--- src/rtl/dht11_read_scheduler.sv ---
// DHT11 read scheduler: merges button/periodic requests, enforces the sensor
// inter-read gap, supervises each attempt with a timeout and retries bad frames.
module dht11_read_scheduler #(
  parameter int MIN_GAP_CYC = 200_000_000,
  parameter int TIMEOUT_CYC = 3_000_000,
  parameter int PERIOD_CYC  = 500_000_000,
  parameter int MAX_RETRY   = 3
) (
  input  logic        i_clk,
  input  logic        i_rst,
  input  logic        i_btn,
  input  logic        i_auto_en,
  output logic        o_sens_start,
  input  logic        i_sens_frame_valid,
  input  logic [39:0] i_sens_frame,
  output logic [7:0]  o_temp,
  output logic [7:0]  o_hum,
  output logic        o_data_valid,
  output logic        o_upd,
  output logic        o_fail,
  output logic [7:0]  o_err_cnt
);

  typedef enum logic [2:0] {
    S_IDLE, S_START, S_WAIT, S_CHECK, S_RETRY, S_GAP
  } state_t;

  state_t      r_state, w_state_nxt;
  logic [2:0]  r_btn_ff;
  logic [31:0] r_per_cnt, r_tmo_cnt, r_gap_cnt;
  logic        r_pending, r_retry_req;
  logic [3:0]  r_retry_cnt;
  logic [39:0] r_frame;
  logic [7:0]  r_temp, r_hum, r_err_cnt;
  logic        r_data_valid, r_upd, r_fail, r_sens_start;

  logic        w_btn_req, w_per_req, w_req;
  logic        w_tmo_done, w_gap_done, w_can_retry, w_cks_ok;
  logic [7:0]  w_sum;
  logic        w_start, w_upd, w_fail, w_err;

  assign w_btn_req   = r_btn_ff[1] & ~r_btn_ff[2];
  assign w_per_req   = i_auto_en && (r_per_cnt == 32'(PERIOD_CYC - 1));
  assign w_req       = w_btn_req | w_per_req;
  assign w_tmo_done  = (r_tmo_cnt == 32'(TIMEOUT_CYC - 1));
  assign w_gap_done  = (r_gap_cnt == 32'(MIN_GAP_CYC - 1));
  assign w_can_retry = (r_retry_cnt < 4'(MAX_RETRY));
  assign w_sum       = r_frame[39:32] + r_frame[31:24] + r_frame[23:16] + r_frame[15:8];
  assign w_cks_ok    = (w_sum == r_frame[7:0]);

  // FSM state register
  always_ff @(posedge i_clk) begin
    if (i_rst) r_state <= S_IDLE;
    else       r_state <= w_state_nxt;
  end

  // FSM next state
  always_comb begin
    w_state_nxt = r_state;
    case (r_state)
      S_IDLE:  if (r_pending) w_state_nxt = S_START;
      S_START: w_state_nxt = S_WAIT;
      S_WAIT: begin
        if (i_sens_frame_valid) w_state_nxt = S_CHECK;
        else if (w_tmo_done)    w_state_nxt = S_RETRY;
      end
      S_CHECK: w_state_nxt = w_cks_ok ? S_GAP : S_RETRY;
      S_RETRY: w_state_nxt = S_GAP;
      S_GAP:   if (w_gap_done) w_state_nxt = r_retry_req ? S_START : S_IDLE;
      default: w_state_nxt = S_IDLE;
    endcase
  end

  // FSM outputs, registered below so every port comes from a flop
  always_comb begin
    w_start = (w_state_nxt == S_START);
    w_upd   = (r_state == S_CHECK) && w_cks_ok;
    w_fail  = (r_state == S_RETRY) && !w_can_retry;
    w_err   = ((r_state == S_WAIT) && !i_sens_frame_valid && w_tmo_done) ||
              ((r_state == S_CHECK) && !w_cks_ok);
  end

  always_ff @(posedge i_clk) begin
    if (i_rst) begin
      r_btn_ff     <= '0;
      r_per_cnt    <= '0;
      r_tmo_cnt    <= '0;
      r_gap_cnt    <= '0;
      r_pending    <= 1'b0;
      r_retry_req  <= 1'b0;
      r_retry_cnt  <= '0;
      r_frame      <= '0;
      r_temp       <= '0;
      r_hum        <= '0;
      r_err_cnt    <= '0;
      r_data_valid <= 1'b0;
      r_upd        <= 1'b0;
      r_fail       <= 1'b0;
      r_sens_start <= 1'b0;
    end else begin
      r_btn_ff <= {r_btn_ff[1:0], i_btn};

      if (!i_auto_en || w_per_req) r_per_cnt <= '0;
      else                         r_per_cnt <= r_per_cnt + 32'd1;

      // A request landing on the IDLE->START cycle merges into that read
      if (r_state == S_IDLE && r_pending) r_pending <= 1'b0;
      else if (w_req)                     r_pending <= 1'b1;

      // Timeout counts from the START cycle, so it expires TIMEOUT_CYC after it
      if (r_state == S_START || r_state == S_WAIT) r_tmo_cnt <= r_tmo_cnt + 32'd1;
      else                                         r_tmo_cnt <= '0;

      if (r_state == S_GAP) r_gap_cnt <= r_gap_cnt + 32'd1;
      else                  r_gap_cnt <= '0;

      if (r_state == S_WAIT && i_sens_frame_valid) r_frame <= i_sens_frame;

      if (r_state == S_RETRY) begin
        if (w_can_retry) begin
          r_retry_cnt <= r_retry_cnt + 4'd1;
          r_retry_req <= 1'b1;
        end else begin
          r_retry_cnt <= '0;
          r_retry_req <= 1'b0;
        end
      end else if (r_state == S_GAP && w_state_nxt == S_START) begin
        r_retry_req <= 1'b0;
      end else if (w_upd) begin
        r_retry_cnt <= '0;
      end

      if (w_upd) begin
        r_temp       <= r_frame[23:16];
        r_hum        <= r_frame[39:32];
        r_data_valid <= 1'b1;
      end

      if (w_err && r_err_cnt != 8'hFF) r_err_cnt <= r_err_cnt + 8'd1;

      r_upd        <= w_upd;
      r_fail       <= w_fail;
      r_sens_start <= w_start;
    end
  end

  assign o_sens_start = r_sens_start;
  assign o_temp       = r_temp;
  assign o_hum        = r_hum;
  assign o_data_valid = r_data_valid;
  assign o_upd        = r_upd;
  assign o_fail       = r_fail;
  assign o_err_cnt    = r_err_cnt;

endmodule

--- config.mk ---
export PLATFORM = sky130hd
export DESIGN_NAME = dht11_read_scheduler
export DESIGN_NICKNAME = d
export VERILOG_FILES = /design/src/rtl/dht11_read_scheduler.sv
export SDC_FILE = /design/constraint.sdc
export NUM_CORES = 1
export LEC_CHECK = 0
export BUFFER_PORTS_ARGS = -buffer_cell sky130_fd_sc_hd__buf_4
export CAP_MARGIN = 20
export CORE_UTILIZATION = 25
export CTS_CLUSTER_DIAMETER = 40
export DETAILED_ROUTE_END_ITERATION = 8
export GPL_ROUTABILITY_DRIVEN = 0
export PLACE_DENSITY_LB_ADDON = 0.1
export RECOVER_POWER = 25
export SYNTH_ARGS = -nofsm -noshare
export SYNTH_HDL_FRONTEND = slang
export SYNTH_SLANG_ARGS = --single-unit
--- constraint.sdc ---
create_clock -name i_clk -period 5.3 [get_ports i_clk]
set_input_delay 0.53 -clock i_clk [delete_from_list [all_inputs] [get_ports i_clk]]
set_output_delay 0.53 -clock i_clk [all_outputs]
set_load 0.005 [all_outputs]
# After elaboration in Yosys (flattened, before gate mapping)
# Cells that the tools add are included.
# classes
addsub	8
mul	0
n_div	0
n_lt_le_gt_ge	1
n_eq_ne	12
shift	0
mux	14
n_bitwise	5
reduce_logical	25
# ops
operator	n
adder 32 x 1 -> 32 bit (second input constant)	3
== test 32 x 22 -> 1 bit (second input constant)	1
== test 32 x 28 -> 1 bit (second input constant)	1
== test 32 x 29 -> 1 bit (second input constant)	1
adder 8 bit	3
case mux 3 bit (6 select lines)	1
two-way mux 4 bit	4
two-way mux 3 bit	4
logical AND 1 bit	10
adder 8 x 1 -> 8 bit (second input constant)	1
== test 8 bit	1
inequality test 8 bit (second input constant)	1
OR reduction 2 bit	4
== test 3 x 1 -> 1 bit (second input constant)	2
== test 3 x 2 -> 1 bit (second input constant)	2
== test 3 bit (second input constant)	2
two-way mux 1 bit	5
adder 4 x 1 -> 4 bit (second input constant)	1
zero test 1 bit	4
less-than comparator 4 x 2 -> 1 bit (second input constant)	1
nonzero test 2 bit	2
zero test 3 bit	1
logical OR 1 bit	3
NOT 1 bit	3
other kinds (4)	4
# word_totals
register_bits	176
latch_bits	0
ramBits	0
rom_bits	0
in_bits	45
out_inout_bits	28
wordCells	81
mem_count	0

# Longest topological paths before layout
# logic_depth
ltp_word	10
mapped_depth	14
ltp_nobuf	12

# Least setup slack after synthesis
# OpenSTA, ideal clock, no wires.
# synth_timing
path_type	register to register
start	register r_frame[9]
end	register r_err_cnt[2] (netlist: o_err_cnt[2])
setup_time_ps	123
arrival_ps	3467
t_required_ps	5177
path_slack_ps	1710
path_stages_with_launch	13
path_buffers	0
synth_period_minus_slack_ps	3590
path_cell_list	dfxtp_1 fa_1 inv_1 fa_1 inv_1 ha_1 fa_1 xnor2_1 nand4_1 nor4b_1 o2111ai_2 and3_1 mux2_1
# synth_via
elab_chain_cells	6
# synth_lines
element	line	text
from (decl)	33	logic [39:0] r_frame;
from (signal assigned)	117	if (r_state == S_WAIT && i_sens_frame_valid) r_frame <= i_sens_frame;
adder 8 bit	48	assign w_sum = r_frame[39:32] + r_frame[31:24] + r_frame[23:16] + r_frame[15:8];
== test 8 bit	49	assign w_cks_ok = (w_sum == r_frame[7:0]);
zero test 1 bit	80	((r_state == S_CHECK) && !w_cks_ok);
logical AND 1 bit	80	
logical OR 1 bit	79	w_err = ((r_state == S_WAIT) && !i_sens_frame_valid && w_tmo_done) ||
logical AND 1 bit	139	if (w_err && r_err_cnt != 8'hFF) r_err_cnt <= r_err_cnt + 8'd1;
to (signal assigned)	139	
to (decl)	34	logic [7:0] r_temp, r_hum, r_err_cnt;
# Every way passes these cells.
# A chain may end at the register's enable or synchronous reset.

# Worst setup path after layout
# layout_timing
start	register r_frame[9]
end	register r_retry_cnt[1]
# layout_via
elab_chain_cells	8
elab_cells_between_ends	10
classes_between	add/sub (1); eq/ne (3); mux (2); reduce/logical (4)
# layout_lines
element	line	text
adder 8 bit (*)	48	
== test 8 bit (*)	49	
two-way mux 1 bit	67	S_CHECK: w_state_nxt = w_cks_ok ? S_GAP : S_RETRY;
case mux 3 bit (6 select lines)	60	case (r_state)
== test 3 x 1 -> 1 bit	127	end else if (r_state == S_GAP && w_state_nxt == S_START) begin
logical AND 1 bit	127	
inequality test 2 bit (no line)	n/a	
AND reduction 2 bit (no line) (*)	n/a	
to (signal assigned)	121	r_retry_cnt <= r_retry_cnt + 4'd1;
to (decl)	32	logic [3:0] r_retry_cnt;
# Every way passes the cells marked *; elsewhere a longest branch is shown, timed or not.

==> metrics.yaml <==
clock_latency_ns: 0.44
drtIter0Drc: 283
cpMostUsedCell: "fa_1"
comb_power_share: 0.049
synth_edf_count: 0
power.density_mw_per_mm2: 305
dp_hpwl_mm: 13.5
vias: 6204
tns_ns: 0
rsz0062_at_grt: "false"
synth_area_sq_mm: 0.00799
skew_ns: 0.00915
postSynth.asyncResetShare: 0
hold_ws_ns: 0.319
violations: "capacitance limit, slew limit"
cts_max_level: 4
p_sw_frac: 0.218
utilization: 0.304
p_switching_mw: 0.639
ys_types: 51
critPathLaunch: "r_frame[9]"
cellLeakagePower_nw: 3.30
wl_per_cell_microns: 13.9
antenna_found_initial: 0
cp_top_family: "adder cells"
slowest_delay_ns: 0.54
grt_pass1_wl_mm: 32.7
drtPass1Iterations: 4
maxCapViolCount: 1
met1_length_mm: 10.1
syn-num-nets: 995
core-area_sq_mm: 0.0315
post_cts_resized: 0
critPathLaunchType: "flip-flop"
synth_area_leader_cell: "dfxtp_1"
cts_tree: "yes"
clockBufferDepth: 2
seq_area_frac_synth: 0.441
syn2layout_area_growth_pct: 19.8
avgSynthCellArea_sq_um: 8.65
n_antenna_cell: 0
layout-drive-gt1-share: 0.126
overflow: 0
final_nets: 1050
die_y_microns: 181
die_w_microns: 181
drtAntennaViolNets: 0
netlist_instances: 924
synth_top_area_frac: 0.441
peakVddDrop_mv: 0.238
cp_max_fo: 15
yosys_warnings: 0
via_per_inst: 4.46
status: "complete, but fails checks"
clkPwrFrac: 0.491
fmaxAchievable_mhz: 238
ys_ff_latch: 176
seqPwrFrac: 0.460
min_period_ns: 4.20
crit_type: "flip-flop to flip-flop"
io_pins: 73
holdBufCountCts: 0
endpoint_kind: "flip-flop"
critPathRequiredTime_ns: 5.44
setup_viol: 0
postCtsSetupBuffers: 0
slew_headroom: -1.72
path_buf_inv: 3
top_layer: "met4"
grt_usage: 0.125
wl_met2_mm: 8.36
finalMaxSlewViolations: 88
ys.flop_type: "dfxtp_1"
fill_cells: 3377
tightest_slew_ns: 4.08
internal_power_mw: 2.29
port_buffers: 72
fin_crit_sh: 0.792
clock_tree.root_cell: "clkbuf_16"
hold_violations: 0
worstHoldStart: "i_btn"
grt_pass1_vias: 6199
crit_arrival_ns: 4.34
synthTopCellsByArea: "dfxtp_1 (44%), xor2_1 (5.9%), nand2_1 (5.4%)"
remaining_drc_errors: 0
wl_met3_microns: 573
layout_common_cells: "dfxtp_1 (176), nand2_1 (115), nor2_1 (111), a21oi_1 (74)"
grt_max_degree: 88
rows: 65
worst_r2r_startpoint: "r_frame[9]"
cts_buffers: 17
mostFrequentLayoutCell: "dfxtp_1"
die-area_sq_mm: 0.0327
start_util: 0.254
crit_slowest_cell: "fa_1"
numClockSinks: 176
hp-class: "input pin to flip-flop"
clk_pin_slew_worst_paths_ns: 0.07
routed_wirelength_mm: 19.3
crit_chain: "fa_1 -> inv_1 -> fa_1 -> inv_1 -> ha_1 -> fa_1 -> xnor2_1 -> nand4_1 -> nor4b_1 -> o2111ai_2 -> buf_4 -> o211ai_1 -> a21oi_1"
cell type report:
| class | instances | area [sq um] | area share |
|---|---|---|---|
| Clock buffer | 20 | 447 | 0.0467 |
| Tap cell | 402 | 503 | 0.0525 |
| Multi-Input combinational cell | 676 | 4190 | 0.438 |
| Sequential cell | 176 | 3520 | 0.368 |
| Inverter | 26 | 97.6 | 0.0102 |
| Clock inverter | 10 | 210 | 0.0220 |
| Timing Repair Buffer | 82 | 604 | 0.0631 |
routing by layer:
layer / vias up / global-route usage
li1: 3242 / -
met1: 2871 / 0.175
met2: 72 / 0.189
met3: 19 / 0.0300
met4: 0 / 0.0410
met5: - / 0
sequential cells by signal, indices dropped and copies added (netlist names):
signal,flops
r_frame,40
r_gap_cnt,32
r_per_cnt,32
r_tmo_cnt,32
o_err_cnt,8
o_hum,8
o_temp,8
r_retry_cnt,4
r_btn_ff,3
r_state,3
o_data_valid,1
o_fail,1
o_sens_start,1
o_upd,1
r_pending,1
r_retry_req,1
cell families (layout without fill, tap and decap cells):
logic type / count (synthesis) / after routing / share of synthesized area
flip-flops: 176 / 176 / 0.441
AND/OR/NAND/NOR: 427 / 427 / 0.265
XOR/XNOR: 99 / 99 / 0.112
adder cells (fa/ha/maj): 26 / 26 / 0.0539
buffers and inverters: 72 / 138 / 0.0352
multiplexers: 8 / 8 / 0.0111
AO/OA/AOI/OAI: 116 / 116 / 0.0821
synthesized netlist by cell type (9+ instances only):
cell,number
a21oi_1,74
and3_1,16
and4_1,9
buf_2,9
clkbuf_1,35
dfxtp_1,176
fa_1,14
ha_1,12
inv_1,26
nand2_1,115
nand3_1,54
nand4_1,37
nor2_1,111
nor2b_1,11
nor3_1,24
o21ai_1,16
or3_1,11
xnor2_1,43
xor2_1,54
stage by stage:
step / setup WS [ns] / cell area [sq um] / std cells / power, mW
after floorplan: 1.71 / 7990 / 924 / 1.46
after global placement: 1.22 / 8930 / 1362 / 1.52
after detailed placement: 1.18 / 8930 / 1362 / 1.52
after CTS: 1.18 / 9590 / 1392 / 2.98
after global routing: 0.725 / 9570 / 1392 / 3.05
final: 1.10 / 9570 / 1392 / 2.92
worst paths after layout:
check | to | slack (ns) | cells past startpoint
setup / recovery | r_retry_cnt[1] | 1.10 | 13
hold / removal | r_btn_ff[0] | 0.32 | 2
setup reg to reg | r_retry_cnt[1] | 1.10 | 13
hold reg to reg | r_gap_cnt[0] | 0.44 | 1
power groups by stage:
stage / registers, mW / clock network [mW] / logic [mW]
floorplan: 1.37 / 0 / 0.0928
global placement: 1.38 / 0 / 0.146
detailed placement: 1.38 / 0 / 0.145
CTS: 1.35 / 1.49 / 0.146
global route: 1.35 / 1.54 / 0.161
finish: 1.35 / 1.43 / 0.143
(Power assumes the default switching activity.)
